**src/rtl/mips_pkg.sv**
```systemverilog
// mips_pkg: shared types and constants for the writeback/regfile/syscall slice
package mips_pkg;
  localparam int DATA_W = 32;
  localparam logic [4:0] ZERO_IDX = 5'd0;
  localparam logic [4:0] V0_IDX = 5'd2;
  localparam logic [4:0] A0_IDX = 5'd4;
  localparam logic [DATA_W-1:0] SYS_PRINT_INT = 32'd1;
  localparam logic [DATA_W-1:0] SYS_PRINT_CHAR = 32'd11;
  localparam logic [DATA_W-1:0] SYS_EXIT = 32'd10;
  localparam logic CON_INT = 1'b0;
  localparam logic CON_CHAR = 1'b1;
  typedef enum logic [1:0] {IDLE, SEND, DONE, HALT} state_t;
endpackage

```
**src/rtl/mips_regfile.sv**
```systemverilog
// mips_regfile: 32x32 register file, $0 hardwired to zero, write-through bypass on every read port
module mips_regfile
  import mips_pkg::*;
(
  input  logic              clk,
  input  logic              reset,
  input  logic              i_we,
  input  logic [4:0]        i_wa,
  input  logic [DATA_W-1:0] i_wd,
  input  logic [4:0]        i_a1,
  input  logic [4:0]        i_a2,
  output logic [DATA_W-1:0] o_rd1,
  output logic [DATA_W-1:0] o_rd2,
  output logic [DATA_W-1:0] o_v0,
  output logic [DATA_W-1:0] o_a0
);
  logic [DATA_W-1:0] r_regs [32];
  logic              w_we;
  assign w_we = i_we && i_wa != ZERO_IDX;
  always_ff @(posedge clk) begin
    if (reset) begin
      for (int i = 0; i < 32; i++) r_regs[i] <= '0;
    end else if (w_we) begin
      r_regs[i_wa] <= i_wd;
    end
  end
  assign o_rd1 = i_a1 == ZERO_IDX ? '0 : (w_we && i_a1 == i_wa) ? i_wd : r_regs[i_a1];
  assign o_rd2 = i_a2 == ZERO_IDX ? '0 : (w_we && i_a2 == i_wa) ? i_wd : r_regs[i_a2];
  assign o_v0  = (w_we && i_wa == V0_IDX) ? i_wd : r_regs[V0_IDX];
  assign o_a0  = (w_we && i_wa == A0_IDX) ? i_wd : r_regs[A0_IDX];
endmodule

```
**src/rtl/wb_regfile_syscall.sv**
```systemverilog
// wb_regfile_syscall: writeback mux, register file and syscall console/halt FSM
module wb_regfile_syscall
  import mips_pkg::*;
(
  input  logic              clk,
  input  logic              reset,
  input  logic              RegWriteW,
  input  logic              MemtoRegW,
  input  logic              SyscallW,
  input  logic [DATA_W-1:0] ReadDataW,
  input  logic [DATA_W-1:0] ALUOutW,
  input  logic [4:0]        WriteRegW,
  input  logic [4:0]        A1,
  input  logic [4:0]        A2,
  output logic [DATA_W-1:0] RD1,
  output logic [DATA_W-1:0] RD2,
  output logic [DATA_W-1:0] ResultW,
  output logic              StallW,
  output logic              con_valid,
  output logic              con_type,
  output logic [DATA_W-1:0] con_data,
  input  logic              con_ready,
  output logic              halted
);
  state_t            r_state, w_next;
  logic              r_con_valid, r_con_type;
  logic [DATA_W-1:0] r_con_data;
  logic [DATA_W-1:0] w_v0, w_a0;
  logic              w_we, w_send, w_is_char, w_is_print, w_is_exit;
  assign ResultW = MemtoRegW ? ReadDataW : ALUOutW;
  assign w_we = RegWriteW && r_state != HALT;
  mips_regfile u_rf (
    .clk   (clk),
    .reset (reset),
    .i_we  (w_we),
    .i_wa  (WriteRegW),
    .i_wd  (ResultW),
    .i_a1  (A1),
    .i_a2  (A2),
    .o_rd1 (RD1),
    .o_rd2 (RD2),
    .o_v0  (w_v0),
    .o_a0  (w_a0)
  );
  assign w_is_char  = w_v0 == SYS_PRINT_CHAR;
  assign w_is_print = w_is_char || w_v0 == SYS_PRINT_INT;
  assign w_is_exit  = w_v0 == SYS_EXIT;
  always_comb begin
    w_next = r_state;
    StallW = 1'b0;
    w_send = 1'b0;
    case (r_state)
      IDLE: begin
        w_send = SyscallW && w_is_print;
        StallW = SyscallW && (w_is_print || w_is_exit);
        w_next = w_send ? SEND : (SyscallW && w_is_exit) ? HALT : IDLE;
      end
      SEND: begin
        StallW = 1'b1;
        w_next = con_ready ? DONE : SEND;
      end
      DONE: w_next = IDLE;
      HALT: StallW = 1'b1;
      default: w_next = IDLE;
    endcase
  end
  always_ff @(posedge clk) begin
    if (reset) begin
      r_state     <= IDLE;
      r_con_valid <= 1'b0;
      r_con_type  <= CON_INT;
      r_con_data  <= '0;
    end else begin
      r_state <= w_next;
      if (w_send) begin
        r_con_valid <= 1'b1;
        r_con_type  <= w_is_char ? CON_CHAR : CON_INT;
        r_con_data  <= w_is_char ? {24'b0, w_a0[7:0]} : w_a0;
      end else if (r_state == SEND && con_ready) begin
        r_con_valid <= 1'b0;
      end
    end
  end
  assign con_valid = r_con_valid;
  assign con_type  = r_con_type;
  assign con_data  = r_con_data;
  assign halted    = r_state == HALT;
endmodule

```
**config.mk**
```make
export PLATFORM = sky130hd
export DESIGN_NAME = wb_regfile_syscall
export DESIGN_NICKNAME = d
export VERILOG_FILES = /design/src/rtl/mips_pkg.sv /design/src/rtl/mips_regfile.sv /design/src/rtl/wb_regfile_syscall.sv
export SDC_FILE = /design/constraint.sdc
export NUM_CORES = 2
export LEC_CHECK = 0
export CORE_UTILIZATION = 45
export DETAILED_ROUTE_END_ITERATION = 8
export HOLD_SLACK_MARGIN = 0.1
export PLACE_DENSITY = 0.71
export SYNTH_ARGS = -nofsm -noshare
export SYNTH_HDL_FRONTEND = slang
export SYNTH_HIERARCHICAL = 1
export SYNTH_SLANG_ARGS = --single-unit
```
**constraint.sdc**
```tcl
create_clock -name clk -period 6.1 [get_ports clk]
set_input_delay 0.915 -clock clk [delete_from_list [all_inputs] [get_ports clk]]
set_output_delay 0.915 -clock clk [all_outputs]
set_load 0.005 [all_outputs]
```
Word level (Yosys, flattened, before mapping)
Memory sizes are Yosys's and may differ from the RTL's.
Index checks and enable logic that the tools add are counted.
{"block": "classes", "mux": 25, "n_reduce_logical": 20, "eq_ne": 11}
{"cell": "2-to-1 mux 32 bit", "n": 9}
{"cell": "equality test 32 x 4 -> 1 bit, second input constant", "n": 2}
{"cell": "equality test 32 x 1 -> 1 bit, second input constant", "n": 1}
{"cell": "OR reduction 32 bit", "n": 1}
{"cell": "equality test 5 bit", "n": 2}
{"cell": "logical AND 1 bit", "n": 10}
{"cell": "logical NOT 5 bit", "n": 2}
{"cell": "2-to-1 mux 1 bit", "n": 10}
{"cell": "2-to-1 mux 2 bit", "n": 3}
{"cell": "one-hot mux 2 bit (3 select lines)", "n": 1}
{"cell": "equality test 5 x 2 -> 1 bit, second input constant", "n": 1}
{"cell": "equality test 5 x 3 -> 1 bit, second input constant", "n": 1}
{"cell": "2-to-1 mux 5 bit", "n": 1}
{"cell": "nonzero test 5 bit", "n": 1}
{"cell": "equality test 2 bit, second input constant", "n": 2}
{"cell": "nonzero test 3 bit", "n": 1}
{"cell": "equality test 2 x 1 -> 1 bit, second input constant", "n": 1}
{"cell": "logical NOT 2 bit", "n": 1}
{"cell": "logical OR 1 bit", "n": 2}
{"cell": "inequality test 2 bit, second input constant", "n": 1}
{"cell": "one-hot mux 1 bit (2 select lines)", "n": 1}
{"cell": "nonzero test 2 bit", "n": 1}
{"cell": "OR reduction 2 bit", "n": 1}
{"block": "totals", "mem_count": 1, "output_inout_bits": 132, "ram_bits": 1024, "reg_bits": 36, "elab_cells": 61}
{"memory": "u_rf.r_regs", "depth": 32, "width": 32, "read_ports": 4, "rd_ports_with_merged_regs": 0, "wr": 32, "line": "mips_regfile.sv:17", "text": "logic [DATA_W-1:0] r_regs [32];"}

Logic depth before layout (Yosys ltp)
{"block": "depth", "depth_word": 10, "ltp_mapped": 12, "ltp_nobuf": 9}

Modules after synthesis
The synthesis kept the hierarchy.
{"mod": "mips_regfile", "cells_each": 3925, "n_inst": 1, "area_each_um2": 56195.1, "seq_area_each_um2": 30749.5}
{"mod": "wb_regfile_syscall", "cells_each": 176, "n_inst": 1, "area_each_um2": 1976.9, "seq_area_each_um2": 720.7}

Least setup slack after synthesis
OpenSTA, ideal clock, no wires.
{"block": "synth_timing", "path_type": "input-to-output", "from": "in WriteRegW[4]", "to": "out StallW", "path_buffers": 5, "path_stages": 12, "arrival_ns": 3.545, "slack_ns": 1.640, "cell_sequence": "buf_4 > or3_1 > clkbuf_2 > nor2_1 > buf_2 > mux2_2 > nor4_4 > and4_1 > buf_2 > buf_2 > o211ai_1 > a21oi_1"}
{"block": "synth_via", "elab_chain_len": 9, "elab_cells_between_ends": 12, "classes_between": "eq/ne: 4; mux: 2; reduce/logical: 6"}
{"element": "start, declared", "line": "wb_regfile_syscall.sv:12", "text": "input logic [4:0] WriteRegW,"}
{"element": "nonzero test 5 bit", "line": "mips_regfile.sv:19", "text": "assign w_we = i_we && i_wa != ZERO_IDX;"}
{"element": "logical AND 1 bit", "line": "mips_regfile.sv:19"}
{"element": "logical AND 1 bit (*)", "line": "mips_regfile.sv:29", "text": "assign o_v0 = (w_we && i_wa == V0_IDX) ? i_wd : r_regs[V0_IDX];"}
{"element": "2-to-1 mux 32 bit (*)", "line": "mips_regfile.sv:29"}
{"element": "named net w_v0[27]", "line": "wb_regfile_syscall.sv:28", "text": "logic [DATA_W-1:0] w_v0, w_a0;"}
{"element": "equality test 32 x 4 -> 1 bit / equality test 32 x 1 -> 1 bit (equally long branches)", "line": "wb_regfile_syscall.sv:45, wb_regfile_syscall.sv:46"}
{"element": "logical OR 1 bit", "line": "wb_regfile_syscall.sv:46", "text": "assign w_is_print = w_is_char || w_v0 == SYS_PRINT_INT;"}
{"element": "logical OR 1 bit (*)", "line": "wb_regfile_syscall.sv:55", "text": "StallW = SyscallW && (w_is_print || w_is_exit);"}
{"element": "logical AND 1 bit (*)", "line": "wb_regfile_syscall.sv:55"}
{"element": "one-hot mux 1 bit (2 select lines) (*)", "line": "wb_regfile_syscall.sv:52", "text": "case (r_state)"}
{"element": "end, declared", "line": "wb_regfile_syscall.sv:18", "text": "output logic StallW,"}
Mark *: on every way through the listed nets, which the timed path passes. The rest lies on a longest branch.

Final worst setup path
{"block": "layout_timing", "from": "in A1[3]", "to": "out RD1[3]"}
{"block": "layout_via", "elab_chain_len": 4, "elab_cells_between_ends": 6, "classes_between": "eq/ne: 1; mux: 2; reduce/logical: 2; memory: 1"}
{"element": "start, declared", "line": "wb_regfile_syscall.sv:13", "text": "input logic [4:0] A1,"}
{"element": "parallel branches: the longest is 3 deep, another holds memory (32 x 32 bit)"}
{"element": "2-to-1 mux 32 bit (*)", "line": "mips_regfile.sv:27", "text": "assign o_rd1 = i_a1 == ZERO_IDX ? '0 : (w_we && i_a1 == i_wa) ? i_wd : r_regs[i_a1];"}
{"element": "end, declared", "line": "wb_regfile_syscall.sv:15", "text": "output logic [DATA_W-1:0] RD1,"}
Mark *: on every way between the ends.

==> summary.md <==
| Metric | Value |
|---|---|
| Io pins | between 200 and 250 |
| Setup Buffers After CTS | 0 |
| Hold Path Sink | con_valid |
| Core Region | between 0.1 and 0.15 mm^2 |
| Post-synthesis cell type with the largest combined area | edfxtp_1 |
| Synth warn | 6 |
| Endpoints failing hold | 0 |
| Min-Delay Path Depth | 2 |
| Kind of critical path | in2out |
| Chip Height | around 360 um |
| DRT Wirelength | about 230 mm |
| Setup TNS | 0 ns |
| Dpl cell area | roughly 0.063 mm^2 |
| Clk slew on worst S/H paths | ~0.060 ns |
| Worst r2r src | r_state[0] |
| Share of cells above drive strength 1 | 24.03% |
| Vias per cell | about 7 |
| First-pass GRT wire length | around 310 mm |
| Site Rows | approximately 130 |
| Largest net degree at the start of global routing | 73 |
| Unique masters post-synth | a little under 70 |
| Cell Count, Final, Fillers Out | approximately 6000 |
| Cell count of the worst reg-to-reg path | 13 |
| Worst Setup SP | A1[3] |
| Hold Crit Class | reg2reg |
| Routability Congestion | 0.9658 |
| Initial Util | between 40% and 50% |
| Fin Hold WS | 0.4666 ns |
| Die area | ~0.13 mm^2 |
| Reg2reg end | con_data[27] |
| CTS tree | built |
| Die width | around 360 um |
| Setup Viol. Count Final | 0 |
| Cell with the most instances after synthesis | edfxtp_1 |
| Area contributors post-synth | edfxtp_1 53%, mux4_2 15%, and2_1 11%, mux2i_1 3.6%, mux2_2 2.9% |
| DRC | 0 |
| P&R area growth vs syn | 13.86% |
| Post-synthesis sequential area ratio | a little over half |
| Final Slew Violations | 8 |
| Non-Filler Cell Area, Final | about 0.066 mm^2 |
| Post-synthesis cell area | slightly below 0.06 mm^2 |
| Slowest stage cell, crit path | nor2_1 |
| Sink Count | approximately 1100 |
| CP Launch Type | primary input |
| Post-synth top flop | edfxtp_1 |
| Failing checks | max-capacitance violations, max-slew violations |
| Vias in the first global route | just over 40000 |
| Max Cap Viol | 1 |
| Part of the cycle the worst path needs | between 90% and 100% |
| Worst path required time | 5.18 ns |
| Cell leakage power | roughly 23 nW |
| Synth Instances | about 4100 |
| Cts repair resizes | 0 |
| Final worst clock skew | 0.03120 ns |
| Synthesized flop and latch total | 1060 |
| Power per cell area | roughly 270 mW/mm^2 |
| Routed via count | 42030 |
| Final setup margin | ~0.16 ns |
| Post-Syn Area per Cell | approximately 14 um^2 |
| Post-synth EDFFs | ~1000 |
| Fmax | between 150 and 200 MHz |
| Status | finished with violations |
| Max VDD drop | 0.0002433 V |
| Longest Clk Path Bufs | 3 |
| Async S/R FF share, synth | 0% |
| Synth top area share | between 50% and 60% |
| Num CTS Buffers | 109 |
| Min-delay src | con_valid |
| Min Tclk post-route | 5.942 ns |
| Drt first pass iters | 7 |
| Core Util, Final | approximately 52% |
| WL per Instance | roughly 38 um |
| Worst R2R Setup Slack | ~2.1 ns |
| Worst Path Arrival | 5.03 ns |
| Antenna-violating nets left | 0 |
| Clock Tree Root | clkbuf_16 |
| Setup WS pre-CTS | between 0.3 and 0.4 ns |
| Kind of end point of the critical path | output port |
| Initial antenna violation count | 26 |
| Hpwl dp | 145.4 mm |
| CP Max Fanout | 18 |
| Slew headroom | -6.714% |
| Hold buffers post-CTS | 0 |
| PortBufs | around 220 |
| Synth cell count leaders | 1024 x edfxtp_1, 993 x and2_1, 397 x mux4_2, 271 x clkbuf_1, 208 x mux2i_1 |
| Skew-Pair Late Insertion Delay | between 0.7 and 0.8 ns |
| Total power | between 15 and 20 mW |
| Gr ovfl total | 0 |
| Detailed Route Iter0 Violations | ~7600 |
| CP max stage delay | roughly 1.3 ns |
| Worst-Margin Slew | between 1.5 and 2 ns |
| Fillers | between 10000 and 15000 |
| GRT Util Overall | roughly 34% |
| H-tree levels | 3 |
| RSZ-0062 raised after global routing | false |
| NumNets Final | around 4400 |
| Placed Cells | between 5000 and 6000 |
| Crit-path most repeated cell | clkdlybuf4s50_1 |
| Critical-path cell list | clkdlybuf4s50_1, buf_4, nor4b_4, or2_2, nor2_1, a221o_1, clkdlybuf4s50_1 |
## logic make-up (layout without fill, tap and decap cells)
kind of cell / Yosys count / count (layout) / synth area share (%)
compound gates: 460 / 460 / 5.848
xor+xnor: 11 / 11 / 0.1656
fa+ha+maj: 5 / 5 / 0.1075
buf+inv: 438 / 671 / 3.626
flops: 1060 / 1060 / 54.10
mux: 756 / 756 / 21.87
other cells: 1 / 43 / 0.006446
simple gates: 1370 / 1370 / 14.28
## final cells by class
type                       instances  area, um^2  share of cell area, %
sequential                      1060       31470                  47.51
multi-input combinational       2634       24960                  37.69
timing repair buffer             459        4209                  6.355
clock buffer                     139        2861                  4.320
tap                             1662        2079                  3.140
clock inverter                    64       588.1                 0.8879
inverter                           9       33.78                0.05101
antenna                           11       27.53                0.04156
## worst max-delay path by stage
stage          slack [ns]     end  depth (start not counted)
5_1_grt              0.22  StallW                         12
4_1_cts              0.32  StallW                         12
3_5_place_dp         0.36  StallW                         12
3_3_place_gp         0.35  StallW                         12
6_report             0.16  RD1[3]                          7
2_1_floorplan        1.64  StallW                         12
## per-layer routing
metal / global-route usage, % / vias up / share of wire (%)
met5: 0.7029 / - / 0.095
met1: 42.94 / 21080 / 34
met2: 50.10 / 3933 / 43
li1: - / 16120 / -
met4: 21.49 / 16 / 7.4
met3: 11.87 / 870 / 16
## worst max-delay path: cells and delay by family
family                 cells  cell delay (ns)
buffers and inverters      3             1.55
AO/OA/AOI/OAI              1             0.49
AND/OR/NAND/NOR            3             2.04
## registers in the layout, summed over array words and instances (netlist names)
name	count
con_data	32
con_type	1
u_rf/r_regs	1024
r_state	2
con_valid	1
## placed cells by master (no fill, tap or decap), types with 20 or more instances in the layout
cell	n
nand2_1	33
and2_1	994
nor4_1	20
o21ai_0	28
mux4_2	397
nor2_1	75
or2_2	36
clkbuf_16	110
clkinv_1	30
dfxtp_1	36
a221oi_1	69
mux2i_1	208
nor2_4	21
conb_1	32
nand2b_1	25
a221o_1	24
clkinv_2	20
clkdlybuf4s50_1	205
nor3_1	66
o22ai_1	109
a22o_1	26
edfxtp_1	1024
a211oi_1	43
buf_4	225
mux2_2	151
clkbuf_1	29
a21oi_1	45
## power by group
group          leakage, nW  internal (mW)  switching (mW)
logic                 11.3           1.06            1.62
clock network         1.69           3.69            2.97
registers             10.0           8.37           0.225
Power figures use the tool's default switching activity.
